File: src/rtl/lfsr_randgen.sv
// lfsr_randgen: seeded Fibonacci LFSR random source with valid/ready output and bounded rejection sampling
module lfsr_randgen #(
   parameter int                WIDTH     = 12,
   parameter logic [WIDTH-1:0]  TAPS      = 12'h829,
   parameter int                MAX_TRIES = 16
) (
   input  logic             clk,
   input  logic             reset,
   input  logic             enable,
   input  logic             seed_load,
   input  logic [WIDTH-1:0] seed_in,
   input  logic [WIDTH-1:0] limit,
   input  logic             out_ready,
   output logic             out_valid,
   output logic [WIDTH-1:0] out_data,
   output logic             seeded,
   output logic [WIDTH-1:0] seed
);
   localparam int TW = $clog2(MAX_TRIES + 1);
   typedef enum logic [1:0] {UNSEEDED, RUN, HOLD} state_t;
   state_t           r_state;
   logic [WIDTH-1:0] r_cnt, r_lfsr;
   logic             r_en_q;
   logic [TW-1:0]    r_tries;
   logic             w_seed_evt, w_accept, w_last_try;
   logic [WIDTH-1:0] w_seed_raw, w_seed, w_nxt, w_lm1, w_mask, w_cand;
   assign w_seed_evt = seed_load | (enable & ~r_en_q);
   assign w_seed_raw = seed_load ? seed_in : r_cnt;
   // an all-zero seed would lock the LFSR, so substitute 1
   assign w_seed     = (w_seed_raw == '0) ? {{(WIDTH-1){1'b0}}, 1'b1} : w_seed_raw;
   assign w_nxt      = {r_lfsr[WIDTH-2:0], ^(r_lfsr & TAPS)};
   assign w_lm1      = limit - 1'b1;
   always_comb begin
      w_mask = w_lm1;
      for (int i = 1; i < WIDTH; i++) w_mask = w_mask | (w_lm1 >> i);
   end
   assign w_cand     = (limit == '0) ? w_nxt : (w_nxt & w_mask);
   assign w_accept   = (limit == '0) | (w_cand < limit);
   assign w_last_try = (r_tries == TW'(MAX_TRIES - 1));
   always_ff @(posedge clk) begin
      if (reset) begin
         r_cnt     <= '0;
         r_lfsr    <= {{(WIDTH-1){1'b0}}, 1'b1};
         r_en_q    <= 1'b0;
         r_tries   <= '0;
         r_state   <= UNSEEDED;
         out_valid <= 1'b0;
         out_data  <= '0;
         seeded    <= 1'b0;
         seed      <= '0;
      end else begin
         r_en_q <= enable;
         if (!enable) r_cnt <= r_cnt + 1'b1;
         if (w_seed_evt) begin
            r_lfsr    <= w_seed;
            seed      <= w_seed;
            seeded    <= 1'b1;
            out_valid <= 1'b0;
            r_tries   <= '0;
            r_state   <= RUN;
         end else begin
            case (r_state)
               RUN: begin
                  r_lfsr <= w_nxt;
                  if (w_accept || w_last_try) begin
                     // fallback cand-limit stays below limit because mask < 2*limit
                     out_data  <= w_accept ? w_cand : w_cand - limit;
                     out_valid <= 1'b1;
                     r_tries   <= '0;
                     r_state   <= HOLD;
                  end else begin
                     r_tries <= r_tries + 1'b1;
                  end
               end
               HOLD: begin
                  if (out_ready) begin
                     out_valid <= 1'b0;
                     r_state   <= RUN;
                  end
               end
               default: r_state <= r_state;
            endcase
         end
      end
   end
endmodule

File: config.mk
export PLATFORM = sky130hd
export DESIGN_NAME = lfsr_randgen
export DESIGN_NICKNAME = d
export VERILOG_FILES = /design/src/rtl/lfsr_randgen.sv
export SDC_FILE = /design/constraint.sdc
export NUM_CORES = 1
export LEC_CHECK = 0
export BUFFER_PORTS_ARGS = -buffer_cell sky130_fd_sc_hd__clkbuf_2
export CORE_MARGIN = 2
export CORE_UTILIZATION = 60
export DETAILED_ROUTE_END_ITERATION = 10
export MAX_ROUTING_LAYER = met4
export PLACE_DENSITY = 0.83
export SETUP_SLACK_MARGIN = 0.3
export SLEW_MARGIN = 20
export SYNTH_ARGS = -nofsm -noshare
export SYNTH_HDL_FRONTEND = slang
export SYNTH_SLANG_ARGS = --single-unit
export TNS_END_PERCENT = 10
File: constraint.sdc
create_clock -name clk -period 9.4 [get_ports clk]
set_input_delay 2.82 -clock clk [delete_from_list [all_inputs] [get_ports clk]]
set_output_delay 2.82 -clock clk [all_outputs]
set_load 0.01 [all_outputs]
Yosys cells after proc, flatten, opt, wreduce, memory -nomap -nowiden. Index checks and enable logic that the tools add are counted.

Register bits after elaboration: 58. Input bits: 29. Output and inout port bits: 26. Logic and storage cells: 64.

Add/subtract/negate cells: 4. Order comparisons: 1. Eq/ne operators: 7. Multiplexer cells: 14. Bitwise gates (word level): 17. Reduce and logical (&&, ||, !) cells: 11.

Operators with widths (count): two-way mux 12 bit (6); logical NOT 12 bit (2); adder 12 x 1 -> 12 bit, second input constant (1); bitwise AND 12 bit (1); < comparator 12 bit (1); OR 12 x 1 -> 12 bit (1); OR 12 x 10 -> 12 bit (1); OR 12 x 11 -> 12 bit (1); OR 12 x 2 -> 12 bit (1); OR 12 x 3 -> 12 bit (1); OR 12 x 4 -> 12 bit (1); OR 12 x 5 -> 12 bit (1); OR 12 x 6 -> 12 bit (1); OR 12 x 7 -> 12 bit (1); OR 12 x 8 -> 12 bit (1); OR 12 x 9 -> 12 bit (1); parity 12 bit (1); subtractor 12 x 1 -> 12 bit, second input constant (1); subtractor 12 bit (1); AND reduction 3 bit (3); != test 3 bit, second input constant (2); adder 5 x 1 -> 5 bit, second input constant (1); == test 5 x 4 -> 1 bit, second input constant (1); two-way mux 5 bit (1); 14 further kinds (21).

Longest topological paths before layout.
Depth in word-level cells: 20. Depth in mapped cells: 20. Gate-level depth less buffers: 17.

Worst setup path before layout. OpenSTA, ideal clock, no wires.

Path kind: input to register. Start: input port limit[1]. End: register out_data[2]. Library setup time: 92 ps. Arrival time: 6784 ps. Data required time: 9308 ps. Path slack: 2524 ps. Stages on the path: 19. Path buffers: 2. Cell sequence: clkbuf_1 inv_1 ha_1 or4b_1 nor4_2 o31ai_4 nor4_4 a21oi_1 inv_1 ha_1 inv_1 fa_1 a21oi_1 o211ai_1 a32oi_1 buf_2 nand2_1 o31a_1 o32ai_1.

Word-level cells in the longest chain between the ends: 18. Elaborated cells between the ends (all ways): 21. Those cells by class: add/sub: 2; order compare: 1; mux: 2; bitwise: 13; reduce/logical: 3.

Ends and longest elaborated chain: from (decl) (line 12) `input logic [WIDTH-1:0] limit,`; subtractor 12 x 1 -> 12 bit (line 32) `assign w_lm1 = limit - 1'b1;`; OR 12 x 11 -> 12 bit (line 35) `for (int i = 1; i < WIDTH; i++) w_mask = w_mask | (w_lm1 >> i);`; OR 12 x 10 -> 12 bit (line 35); OR 12 x 9 -> 12 bit (line 35); OR 12 x 8 -> 12 bit (line 35); OR 12 x 7 -> 12 bit (line 35); OR 12 x 6 -> 12 bit (line 35); OR 12 x 5 -> 12 bit (line 35); [2 not listed]; OR 12 x 2 -> 12 bit (line 35); OR 12 x 1 -> 12 bit (line 35); bitwise AND 12 bit (line 37) `assign w_cand = (limit == '0) ? w_nxt : (w_nxt & w_mask);`; two-way mux 12 bit (line 37); < comparator 12 bit (line 38) `assign w_accept = (limit == '0) | (w_cand < limit);`; OR 1 bit (line 38); logical OR 1 bit (line 65) `if (w_accept || w_last_try) begin`; AND reduction 3 bit (no source line); to (signal assigned) (line 67) `out_data <= w_accept ? w_cand : w_cand - limit;`; to (decl) (line 15) `output logic [WIDTH-1:0] out_data,`.

Parallel ways exist; a longest one is shown, timed or not. A chain may end at the register's enable or synchronous reset.

Final worst setup path.
Start: input port limit[1]. End: register out_data[11].

The elaborated chain is that of the path after synthesis.

==> results.toml <==
[outcome]
outcome = "finished clean"

[timing]
finalCritPeriodShare = 0.7645
fmaxAchievable_ghz = 0.1391
maxSlewViolCount = 0
relSlewSlack = 0.3255
fin_crit_ps = 7187
fin_ws_ps = 2213
fin_tns_setup_ps = 0
hold_violations = 0
setup_viol = 0
tightest_slew_ps = 1012
rsz0062_at_grt = "false"
fin_worst_skew_ps = 7.763

[floorplan]
die-area_um2 = 6984
ios = 55
initial_core_util = 0.6304
core_um2 = 6026
chipWidth_um = 83.57
die_y_um = 83.57
num_rows = 28

[grt]
antenna_found_initial = 0
grt_pass1_vias = 3341
grt_pass1_wl_mm = 15.95
grt_use_met3 = 0.05638
grt.total_usage = 0.2859
use_met1 = 0.3435
overflow = 0
met2_usage = 0.4887
grt_max_degree = 35
grt.busiest_layer = "met2"

[worst_setup_path]
startpoint = "limit[1]"
critPathKind = "in -> reg"
r2r-start = "r_lfsr[5]"
worstPathArrival_ps = 7440
critPathSlowestCell = "or4b_1"
cp-start-kind = "primary input"
crit_top_cell = "inv_1"
required_ps = 9650
worstPathCellList = "clkbuf_2, inv_1, ha_1, or4b_1, nor4_2, o31ai_4, nor4_4, a21oi_1, inv_1, ha_1, inv_1, fa_1, a21oi_1, o211ai_1, a32oi_1, buf_4, o21a_1, nor2_1, a311oi_1"
cp-end-kind = "flip-flop"
crit_family = "compound AO/OA/AOI/OAI gates"
slowest_delay_ps = 580
path_buf_inv = 5
cp_max_fo = 13

[placed_design]
dpl.hpwl_mm = 7.137
place.gp.congestion = 0.9512
pre_cts_ws_ps = 1918
port_buffers = 54

[yosys]
synth_cell_types = 73
ys_top_cells_by_area = "dfxtp_1 (30%), ha_1 (5.6%), nor2_1 (4.7%)"
netlist.area_leader.share = 0.3004
mappedNetlistNets = 518
synth_enable_flop_cells = 0
synthCells = 471
async_reset_ff_frac = 0
synthFlopType = "dfxtp_1"
ys_seq_area_frac = 0.3004
synth_warnings = 0
netlist_area_um2 = 3799
ys_seq_elements = 57
synth_area_per_cell_um2 = 8.065
synth_top_area_cell = "dfxtp_1"

[worst_hold_path]
holdCritStartpoint = "r_tries[4]"
min_path_type = "reg -> reg"

[clock_tree]
clockRootBuffer = "clkbuf_8"
ctsResizeCount = 0
clkLatencyLatePin_ps = 350
post-cts-setup-buffers = 0
clock_path_buffers = 2
cts_tree = "yes"
htree_levels = 3
cts.sinks = 57
clk_pin_slew_ps = 80
cts_buffers = 9
cts-hold-fix-buffers = 0

[drt]
vias_per_cell = 6.310
remaining_drc_errors = 0
routed_wl_mm = 9.798
vias = 3704
drtPass1Iterations = 6
drt_iter0_drc = 334
avgRoutedWirePerCell_um = 16.69
antenna_left = 0

[layout]
antenna_cells = 0
fin_util = 0.7074
final_nets = 554
area_delta_synth_final_pct = 12.22
n_fill_cell = 472
drive_above_1_share = 0.1875

[power]
power.total_mw = 0.6706
cellPowerDensity_nw_per_um2 = 157.3
p_leak_nw = 1.780
ir_worst_vdd_mv = 0.1126

[run]
maxCapViolations = 0
==> through the flow <==
stage               cell area (µm²)  hold WS [ps]  std cells
detailed placement             4035         448.6        571
finish                         4263         454.6        587
floorplan                      3799         431.9        471
global route                   4263         483.2        587
global placement               4035         439.3        571
CTS                            4263         457.6        587
==> kinds of logic after synthesis <==
| logic type | count (synthesis) | synth area share |
|---|---|---|
| fa+ha+maj | 18 | 0.06126 |
| xor+xnor | 24 | 0.05534 |
| simple gates | 180 | 0.2477 |
| compound gates | 123 | 0.2329 |
| flops | 57 | 0.3004 |
| buf+inv | 52 | 0.05731 |
| mux | 17 | 0.04512 |
==> report_power, final <==
| part | internal (mW) | switching, mW |
|---|---|---|
| registers | 0.253 | 0.00873 |
| clock network | 0.157 | 0.112 |
| logic | 0.0549 | 0.0844 |
==> flip-flops by register name, indices dropped and copies added, names as in the netlist <==
name / count
out_data: 12
r_cnt: 12
r_lfsr: 12
seed: 12
r_tries: 5
out_valid: 1
r_en_q: 1
r_state: 1
seeded: 1
==> routing by layer <==
metal	share of wire	wire length, µm	vias up
li1	-	-	1787
met5	0	0	-
met1	0.42	4157	1718
met4	0.013	126	0
met3	0.068	668	19
met2	0.49	4845	180
==> worst register-to-register path, cell delays in order (launching register included) <==
cell and delay (ps):
dfxtp_1 410, xor2_1 190, xnor2_1 180, xor2_1 170, a21oi_1 80, inv_1 80
ha_1 160, inv_1 50, fa_1 400, a21oi_1 240, o211ai_1 240, a32oi_1 290
buf_4 220, o21a_1 400, nor2_1 80, a311oi_1 260
==> Yosys cell counts (10+ instances only) <==
library cell	n
ha_1	17
nand2_1	44
nor3_1	10
dfxtp_1	57
xor2_1	16
clkbuf_1	22
nor2_1	48
inv_1	22
mux2i_1	16
o21ai_0	18
nand3_1	14
a21oi_1	31
==> worst paths after layout <==
kind | end | slack [ps] | cells past startpoint
min | r_tries[4] | 450 | 2
max reg2reg | out_data[11] | 5840 | 15
max | out_data[11] | 2210 | 19
min reg2reg | r_tries[4] | 450 | 2
==> area by class of cell <==
type                    count  area (µm²)  share of cell area
inverters                  22       82.58             0.01937
clock buffers              10       137.6             0.03229
clock inverters             6       90.09             0.02113
multi-input cells         362        2440              0.5724
repair buffers             55       277.8             0.06516
flip-flops and latches     57        1141              0.2677
well taps                  75       93.84             0.02201
==> layout by cell type, fill, tap and decap left out, drive strengths merged, types with 7 or more instances in the layout <==
cell,netlist,routed
a211oi,8,8
a21oi,31,31
a31oi,7,7
clkbuf,22,64
dfxtp,57,57
ha,17,17
inv,22,23
mux2i,16,16
nand2,44,44
nand3,14,14
nor2,48,48
nor2b,7,7
nor3,10,10
nor4,12,12
o21a,11,11
o21ai,19,19
o22ai,7,7
or3,7,7
xnor2,8,8
xor2,16,16
No activity file was read; power rests on OpenSTA's default activity.
